File: src/rtl/pool_ctrl.sv
// Pacing and control stage ahead of the 2x2 max-pool datapath: pairs pixels, drives row phase,
// line-FIFO enables, pooled-output valid and end of frame. Optional macro: POOL_CTRL_SOF_CHECK_EN.
module pool_ctrl #(
    parameter int DW    = 8,
    parameter int IMG_W = 26,
    parameter int IMG_H = 26,
    parameter int CNT_W = 5
) (
    input  logic          sclk,
    input  logic          s_rst,
    input  logic          in_vld,
    output logic          in_rdy,
    input  logic [DW-1:0] in_data,
    input  logic          in_sof,
    output logic          pool_stride,
    output logic          pool_data_vld,
    output logic [DW-1:0] pool_data,
    output logic [3:0]    row_cnt,
    output logic          fifo_wr_en,
    output logic          fifo_rd_en,
    output logic          pool_out_vld,
    output logic          frame_done,
    output logic          sof_err
);

    typedef enum logic [1:0] {
        WAIT_EVEN = 2'd0,
        HAVE_EVEN = 2'd1,
        EMIT_ODD  = 2'd2
    } state_t;

    localparam logic [CNT_W-1:0] COL_LAST = CNT_W'(IMG_W - 1);
    localparam logic [CNT_W-1:0] ROW_LAST = CNT_W'(IMG_H - 1);

    state_t           r_state;
    logic [CNT_W-1:0] r_col;
    logic [CNT_W-1:0] r_row;
    logic [DW-1:0]    r_even;
    logic [DW-1:0]    r_odd;
    logic             r_rdy;
    logic             r_stride;
    logic             r_dvld;
    logic [DW-1:0]    r_pdata;
    logic [3:0]       r_row_cnt;
    logic             r_wr;
    logic             r_rd;
    logic             r_ovld;
    logic             r_done;
    logic             r_sof_err;
    logic             r_vld_p0, r_vld_p1, r_vld_p2, r_vld_p3;
    logic             r_par_p0, r_par_p1, r_par_p2;
    logic             r_last_p0, r_last_p1, r_last_p2, r_last_p3;

    logic w_acc;
    logic w_resync;
    logic w_keep;
    logic w_odd_acc;
    logic w_col_wrap;
    logic w_row_last;

    assign w_acc      = in_vld && r_rdy;
    assign w_col_wrap = (r_col == COL_LAST);
    assign w_row_last = (r_row == ROW_LAST);

`ifdef POOL_CTRL_SOF_CHECK_EN
    assign w_resync = w_acc && in_sof && ((r_col != '0) || (r_row != '0));
`else
    // Framing marker is deliberately ignored in this build.
    assign w_resync = 1'b0 & in_sof;
`endif

    assign w_keep    = !w_resync;
    assign w_odd_acc = w_acc && (r_state == HAVE_EVEN) && w_keep;

    always_ff @(posedge sclk) begin
        if (w_acc && ((r_state == WAIT_EVEN) || w_resync)) r_even <= in_data;
        if (w_odd_acc) r_odd <= in_data;
    end

    always_ff @(posedge sclk) begin
        if (s_rst) begin
            r_state   <= WAIT_EVEN;
            r_col     <= '0;
            r_row     <= '0;
            r_rdy     <= 1'b1;
            r_stride  <= 1'b1;
            r_dvld    <= 1'b0;
            r_pdata   <= '0;
            r_row_cnt <= '0;
            r_wr      <= 1'b0;
            r_rd      <= 1'b0;
            r_ovld    <= 1'b0;
            r_done    <= 1'b0;
            r_sof_err <= 1'b0;
            r_vld_p0  <= 1'b0;
            r_vld_p1  <= 1'b0;
            r_vld_p2  <= 1'b0;
            r_vld_p3  <= 1'b0;
            r_par_p0  <= 1'b0;
            r_par_p1  <= 1'b0;
            r_par_p2  <= 1'b0;
            r_last_p0 <= 1'b0;
            r_last_p1 <= 1'b0;
            r_last_p2 <= 1'b0;
            r_last_p3 <= 1'b0;
        end else begin
            case (r_state)
                WAIT_EVEN: if (w_acc) r_state <= HAVE_EVEN;
                HAVE_EVEN: if (w_odd_acc) r_state <= EMIT_ODD;
                default:   r_state <= WAIT_EVEN;
            endcase
            r_rdy    <= !w_odd_acc;
            r_stride <= 1'b1;

            if (w_resync) begin
                r_col <= CNT_W'(1);
                r_row <= '0;
            end else if (w_acc) begin
                if (w_col_wrap) begin
                    r_col <= '0;
                    r_row <= w_row_last ? '0 : r_row + CNT_W'(1);
                end else begin
                    r_col <= r_col + CNT_W'(1);
                end
            end
            if (w_resync) r_sof_err <= 1'b1;

            // p0: pair captured, even half on the output
            r_vld_p0  <= w_odd_acc;
            r_par_p0  <= r_row[0];
            r_last_p0 <= w_row_last && w_col_wrap;
            if (w_odd_acc) r_row_cnt <= {3'b000, r_row[0]};

            // p1: odd half on the output, odd rows fetch the line-FIFO word
            r_vld_p1  <= r_vld_p0 && w_keep;
            r_par_p1  <= r_par_p0;
            r_last_p1 <= r_last_p0;
            r_dvld    <= w_odd_acc || (r_vld_p0 && w_keep);
            r_pdata   <= w_odd_acc ? r_even : ((r_vld_p0 && w_keep) ? r_odd : '0);
            r_rd      <= r_vld_p0 && r_par_p0 && w_keep;

            // p2: even rows store the pair max
            r_vld_p2  <= r_vld_p1 && w_keep;
            r_par_p2  <= r_par_p1;
            r_last_p2 <= r_last_p1;
            r_wr      <= r_vld_p1 && !r_par_p1 && w_keep;

            // p3: pooled result valid; one cycle later the frame closes
            r_vld_p3  <= r_vld_p2 && w_keep;
            r_last_p3 <= r_last_p2;
            r_ovld    <= r_vld_p2 && r_par_p2 && w_keep;
            r_done    <= r_vld_p3 && r_last_p3 && w_keep;
        end
    end

    assign in_rdy        = r_rdy;
    assign pool_stride   = r_stride;
    assign pool_data_vld = r_dvld;
    assign pool_data     = r_pdata;
    assign row_cnt       = r_row_cnt;
    assign fifo_wr_en    = r_wr;
    assign fifo_rd_en    = r_rd;
    assign pool_out_vld  = r_ovld;
    assign frame_done    = r_done;
    assign sof_err       = r_sof_err;

endmodule

File: config.mk
export PLATFORM = sky130hd
export DESIGN_NAME = pool_ctrl
export DESIGN_NICKNAME = d
export VERILOG_FILES = /design/src/rtl/pool_ctrl.sv
export SDC_FILE = /design/constraint.sdc
export NUM_CORES = 1
export LEC_CHECK = 0
export CORE_UTILIZATION = 48
export CTS_BUF_LIST = sky130_fd_sc_hd__clkbuf_2
export CTS_CLUSTER_SIZE = 30
export DETAILED_ROUTE_END_ITERATION = 16
export GPL_TIMING_DRIVEN = 0
export PLACE_DENSITY = 0.74
export SYNTH_ARGS = -nofsm -noshare
export SYNTH_HDL_FRONTEND = slang
export SYNTH_SLANG_ARGS = --single-unit
File: constraint.sdc
create_clock -name sclk -period 1.7 [get_ports sclk]
set_clock_uncertainty 0.2 [all_clocks]
set_input_delay 0.17 -clock sclk [delete_from_list [all_inputs] [get_ports sclk]]
set_output_delay 0.17 -clock sclk [all_outputs]
set_load 0.05 [all_outputs]
; ---- After elaboration in Yosys (flattened, before gate mapping)
; Cells that the tools add are included.
[word_totals]
ff_bits = 54
latchBits = 0
ramBits = 0
rom_bits = 0
in_bits = 12
wordCells = 52
mem_count = 0
[classes]
addsub = 2
n_mul = 0
div = 0
magnitude_cmp = 0
eq_ne = 5
shift = 0
muxes = 7
bitwise_logic = 0
reduce_logical = 14
[op_table]
columns = cell, count
row1 = 8-bit 2-to-1 mux, 2
row2 = 5-bit by 1-bit adder with 5-bit output (second input constant), 2
row3 = 5-bit equality test (second input constant), 2
row4 = 5-bit 2-to-1 mux, 2
row5 = 1-bit logical AND, 8
row6 = 2-bit 2-to-1 mux, 2
row7 = 2-bit inequality test (second input constant), 2
row8 = 2-bit one-hot mux with 2 select lines, 1
row9 = 2-bit AND reduction, 2
row10 = 2-bit by 1-bit equality test with 1-bit output (second input constant), 1
row11 = 1-bit logical NOT, 2
row12 = 2-bit logical NOT, 1
row13 = 1-bit logical OR, 1

; ---- Longest topological paths before layout
[depth]
word_depth = 4
depth_mapped = 5

; ---- Worst setup path before layout
; OpenSTA, ideal clock, no wires.
[synth_path]
path_type = register -> register
startpoint = reg r_rdy (netlist: in_rdy)
endpoint = reg r_even[0], enable pin
setup_time_ns = 0.383
arrival_time_ns = 1.545
setup_slack_ns = -0.429
stages_incl_launch_ff = 3
period_less_slack_ns = 2.129
path_cell_list = dfxtp_1 > nand2_1 > nor3_1
[synth_via]
elab_chain_cells = 2
[synth_rtl]
columns = element, line
row1 = start: declaration, 40  ; logic r_rdy;
row2 = start signal: assignment, 112  ; r_rdy <= !w_odd_acc;
row3 = 1-bit logical AND, 61  ; assign w_acc = in_vld && r_rdy;
row4 = 1-bit logical AND, 76  ; if (w_acc && ((r_state == WAIT_EVEN) || w_resync)) r_even <= in_data;
row5 = end signal: assignment, 76
row6 = end: declaration, 38  ; logic [DW-1:0] r_even;
; Every way passes these cells.
; A chain may end at the register's enable or synchronous reset.

; ---- Worst setup path after layout
[layout_path]
startpoint = reg r_pdata[3] (netlist: pool_data[3])
endpoint = out pool_data[3]
[layout_lines]
columns = element, line
row1 = start: declaration, 43  ; logic [DW-1:0] r_pdata;
row2 = start signal: assignment, 139  ; r_pdata <= w_odd_acc ? r_even : ((r_vld_p0 && w_keep) ? r_odd : '0);
row3 = end: declaration, 17  ; output logic [DW-1:0] pool_data,
; No word-level cell between the ends.

==> summary.txt <==
Run status
  • Outcome: finished, final reports clean

Clock tree
  • CTS tree: yes
  • Clock sink count: 54
  • Cts bufs inserted: 5
  • Maximum level of the CTS H-tree: 2
  • CTS clock-pin slew for the worst setup and hold paths: 0.24 ns
  • Insertion delay to the later sink of the worst-skew pair: 0.42 ns
  • Clock Tree Root: clkbuf_2
  • CTS Hold Bufs: 0
  • Buffer levels on the longest clock path: 2

Worst setup path
  • Cell type group with the largest total delay on the critical path: buffers and inverters
  • Signal arrival time at the worst endpoint: 1.27 ns
  • Crit path capture type: primary output
  • Count of cells along the worst register-to-register path: 5
  • Maximum fanout along the worst path: 1
  • Reg2Reg Setup Slack: 0.12 ns
  • Setup Crit Path Kind: reg -> out
  • Crit path required time: 1.33 ns
  • Library cell contributing the largest single delay on the critical path: clkdlybuf4s15_1
  • Kind of start point of the critical path: register
  • FF-to-FF Start: r_col[1]$_SDFFE_PP0P_
  • Buffering stage count on the worst path with inverters included: 1
  • List of cells traversed by the critical path: clkdlybuf4s15_1
  • Max incr delay on CP: 0.49 ns
  • Endpoint of the lowest-slack register-to-register path: r_col[1]$_SDFFE_PP0P_

Drt
  • Detailed-route wire length: 2.93 mm
  • Drt wl/cell: 12.7 um
  • Starting DRT DRC Count: 48
  • Avg Vias per Cell: 5.01
  • Drt pass-1 iters: 4
  • Vias after detailed routing: 1157
  • DRT antenna net count: 0
  • Total DRC errors in the routed layout: 0

Hold path
  • Hold worst-path end: r_odd[5]$_DFFE_PP_
  • Hold Crit Depth: 1
  • Worst hold-check path type: in -> reg
  • Worst min-delay path startpoint: in_data[5]

Layout
  • Register area: 1240 um^2
  • Cell area after layout: 2220 um^2
  • Finished Layout Cells: 231
  • Layout filler cell count: 315
  • Fraction of final layout cells with drive strength greater than 1: 17.5%
  • Commonest cells after routing, fill and taps aside: dfxtp_1, edfxtp_1, clkbuf_2, nor2b_1, clkdlybuf4s50_1
  • Most frequent standard cell in the layout excluding fill and tap cells: dfxtp_1
  • Antenna Cells: 0
  • Combined area of the multi-input logic cells: 556 um^2
  • Number of nets at the end of the flow: 199
  • Layout Area Growth over Synthesis: 20.2%

Logic synthesis
  • Sequential-to-total area share from yosys stat: 67.1%
  • Number of flops mapped to enable cells by yosys: 16
  • Synth Register Bits: 54
  • Main flop type after synthesis: dfxtp_1
  • Cell area after technology mapping: 1850 um^2
  • Netlist cell types: 32
  • Synthesis Warnings: 0
  • Async S/R FF share, synth: 0%
  • Synthesized instance count: 147
  • Per-instance average area after synthesis: 12.6 um^2

STA
  • Maximum clock frequency: 0.608 GHz
  • Final hold violation count: 0
  • Minimum clock period: 1.64 ns
  • Share of the cycle needed by the critical path after routing: 96.7%
  • Setup TNS: 0 ns
  • Fin. max-slew vios: 0
  • Count of endpoints failing setup in the final report: 0
  • Setup repair after global routing missed its margin: no

Global route
  • Total global routing track utilization: 16.3%
  • Maximum number of pins on one net before global-route repair: 16
  • Total global routing overflow: 0
  • Wire length of the first global-routing pass: 4.99 mm
  • Number of global-route vias before repair: 1101
  • Initial antenna violation count: 0

Power and ir drop
  • Lkg Pwr: 0.858 nW
  • PD cells: 998 nW/um^2
  • Highest ir drop seen on vdd: 0.721 mV
  • Overall power: 2.22 mW

Floorplanning
  • Die span in x: 64.1 um
  • Die Y-Extent: 64.1 um
  • Standard cell core area: 3690 um^2
  • Die Outline Area: 4110 um^2
  • Ports: 32
  • Initial cell density of the core: 50.2%
  • # rows: 22

Placed design
  • Port Buffer Count: 25
  • Post-detailed-placement half-perimeter wirelength: 2.07 mm
  • Placement-stage cell area: 2180 um^2
  • Routability congestion estimate: 0.665
  • Number of cells after detailed placement: 223

Run
  • Max-capacitance violation count: 0
-- stage by stage --
stage	utilization [%]	hold WS (ns)	setup WS (ns)
6_report	60.3	0.0937	0.0558
5_1_grt	60.3	0.0790	0.000296
4_1_cts	60.5	0.0802	-0.0342
3_5_place_dp	59.1	0.210	-0.399
3_3_place_gp	59.1	0.194	-0.328
2_1_floorplan	-	0.0491	0.0390
-- layer usage --
metal | vias to the layer above | wire, um | global-route usage (%)
met5 | - | 0 | 0
met4 | 0 | 54 | 5.83
met3 | 5 | 110 | 5.36
met2 | 22 | 1420 | 27.3
met1 | 545 | 1350 | 19.7
li1 | 585 | - | -
-- where the power goes --
| group | internal, mW | switching [mW] |
|---|---|---|
| logic | 0.0810 | 0.133 |
| clock network | 0.236 | 0.364 |
| registers | 1.38 | 0.0236 |
-- cells in the mapped netlist (5+ instances only) --
cell / instances / area [um^2]
a21oi_1: 5 / 25.0
buf_4: 6 / 45.0
a22o_1: 8 / 70.1
nand2_1: 5 / 18.8
edfxtp_1: 16 / 480
nor3_1: 5 / 25.0
nor2b_1: 10 / 62.6
dfxtp_1: 38 / 761
nand4b_1: 5 / 43.8
nor2_1: 5 / 18.8
-- timing repair --
item | 4_1_cts | 5_1_grt
pin swaps | 0 | 1
setup endpoints to repair | 23 | 27
setup buffers | 0 | 1
resized for setup | 22 | 23
-- registers in the layout, summed over array words and instances (netlist names), 2 cells and up --
| name | cells |
|---|---|
| pool_data | 8 |
| r_even | 8 |
| r_odd | 8 |
| r_col | 5 |
| r_row | 5 |
| r_state | 2 |
-- cells by family (layout without fill, tap and decap cells) --
kind of cell / after synthesis / in the layout / share of synthesized area (%)
simple gates: 45 / 45 / 14.3
other cells: 2 / 5 / 0.406
fa+ha+maj: 4 / 4 / 2.70
xor+xnor: 3 / 3 / 1.42
buf+inv: 14 / 47 / 4.12
compound gates: 25 / 25 / 10.0
flops: 54 / 54 / 67.1
-- worst max path at each step --
stage	start	to	cells after the start
after floorplan	in_rdy$_SDFF_PP1_	r_even[0]$_DFFE_PP_	2
after global placement	in_vld	r_even[4]$_DFFE_PP_	3
after detailed placement	in_vld	r_even[2]$_DFFE_PP_	3
after CTS	in_rdy$_SDFF_PP1_	in_rdy	1
after global routing	frame_done$_SDFF_PP0_	frame_done	1
final	pool_data[3]$_SDFF_PP0_	pool_data[3]	1
-- cell type report --
cell class / instances / area share [%]
clock inverters: 2 / 1.52
well taps: 48 / 2.70
plain buffers: 9 / 2.59
repair buffers: 26 / 10.2
inverters: 5 / 0.956
multi-input cells: 82 / 25.0
flip-flops and latches: 54 / 56.0
clock buffers: 5 / 1.12
No activity file was read; power rests on OpenSTA's default activity.
==> variant: new RTL, same settings <==
`CNT_W`: 5 -> 7.
--- a/src/rtl/pool_ctrl.sv
+++ b/src/rtl/pool_ctrl.sv
@@ -4,7 +4,7 @@
     parameter int DW    = 8,
     parameter int IMG_W = 26,
     parameter int IMG_H = 26,
-    parameter int CNT_W = 5
+    parameter int CNT_W = 7
 ) (
     input  logic          sclk,
     input  logic          s_rst,
Function: same outputs for any inputs over 10 cycles, from zero or initial values and one cycle with s_rst high; that may be too few to reach the edited logic, so the function may still have changed.
==> variant against the unedited design <==
- the run now ends with negative setup slack left
- wire length increased by 36%
- final area up 23%
- total power is 31% higher
- die area up 9.1%
- core utilization rose by 7.5 points
- synthesized cell count rose by 18%
- count of clock-buffer cells in the layout grew 4
- sequential cell count up 4
- register-to-register slack worse by 460 ps
- area after synthesis rose by 9.4%
- setup slack worse by 390 ps
- clock power up 93%
==> variant: results (changes against the unedited design) <==
| Metric | Value |
|---|---|
| Routability congestion estimate | 0.796 (+20%) |
| First-pass GRT wire length | 6440 microns (+29%) |
| Met3 Resource Use GR | 7.19% (+1.8 points) |
| Routed wire length | 3980 microns (+36%) |
| Setup bufs post-CTS | 9 (+9) |
| Initial DRC Count | 89 (+85%) |
| Worst setup margin | -338 ps (-394 ps) |
| Place WS | -614 ps (-215 ps) |
| Highest-delay cell along the critical path | or4b_4 |
| Register area share after synthesis | 65.3% (-1.8 points) |
| Vias/cell | 5.06 (+0.98%) |
| Nets | 238 (+20%) |
| Status | finished, violations left |
| Placed cell count | 252 (+13%) |
| H-tree level count | 3 (+1) |
| Layout cells sized above 1 | 30.4% (+13 points) |
| Final HPWL from detailed placement | 2390 microns (+15%) |
| CTS max path bufs | 2 (unchanged) |
| Leak pwr | 1.06 nW (+24%) |
| Synth top area cells | dfxtp_1, edfxtp_1, xnor2_1 |
| Placement Cell Area | 2370 sq um (+8.8%) |
| Synth cell count leaders | dfxtp_1, edfxtp_1, nand2_1, nor3_1, nor2_1 |
| Setup TNS | -2540 ps (-2540 ps) |
| Post-CTS sizing | 63 (+190%) |
| Failing checks | negative setup slack |
| Final setup fails | 12 (+12) |
| Distinct cells, synth | 31 (-3.1%) |
| Clock slew at reported path FFs | 180 ps (-60 ps) |
| Crit path DAT | 2260 ps (+990 ps) |
| Total CTS buffers | 9 (+4) |
| Largest net degree at the start of global routing | 12 (-4) |
variant: cell families after synthesis:
logic type / count (synthesis) / synth area share, %
AO/OA/AOI/OAI: 15 / 5.62
XOR/XNOR: 11 / 4.76
adder cells (fa/ha/maj): 4 / 2.47
buffers and inverters: 15 / 3.77
flip-flops: 58 / 65.3
other: 2 / 0.371
AND/OR/NAND/NOR: 69 / 17.7
variant: path summary, 6_finish.rpt:
| kind | startpoint | end | slack, ps | cells after the start |
|---|---|---|---|---|
| setup reg to reg | r_col[0]$_SDFFE_PP0P_ | r_row[0]$_SDFFE_PP0P_ | -340 | 5 |
| hold / removal | in_data[0] | r_even[0]$_DFFE_PP_ | 60 | 1 |
| hold reg to reg | r_last_p3$_SDFF_PP0_ | frame_done$_SDFF_PP0_ | 220 | 2 |
| setup / recovery | r_col[0]$_SDFFE_PP0P_ | r_row[0]$_SDFFE_PP0P_ | -340 | 5 |
variant: layer usage:
layer | share of wire (%) | wire [microns]
met2 | 51 | 2030
met1 | 42 | 1670
met3 | 4.9 | 196
met5 | 0 | 0
met4 | 1.8 | 71
variant: worst reg2reg max path: stages (launching register included):
cell and delay [ps]:
dfxtp_2 400, ha_4 140, or4b_4 500, or2_4 270, or3_4 370, a21oi_2 110
variant: area by class of cell:
type	instances	area, sq um
fill	271	1290
clock inverter	7	118
timing repair buffer	35	330
inverter	7	35.0
clock buffer	9	45.0
tap	50	62.6
multi-input combinational	104	771
sequential	58	1330
buffer	7	45.0
variant: where the power goes:
| part | switching, W | internal [W] | total (W) | leakage [nW] |
|---|---|---|---|---|
| clock network | 0.000524 | 0.000635 | 0.00116 | 0.0958 |
| logic | 0.000153 | 0.000102 | 0.000255 | 0.477 |
| registers | 0.0000226 | 0.00147 | 0.00150 | 0.490 |
| total | 0.000699 | 0.00221 | 0.00291 | 1.06 |
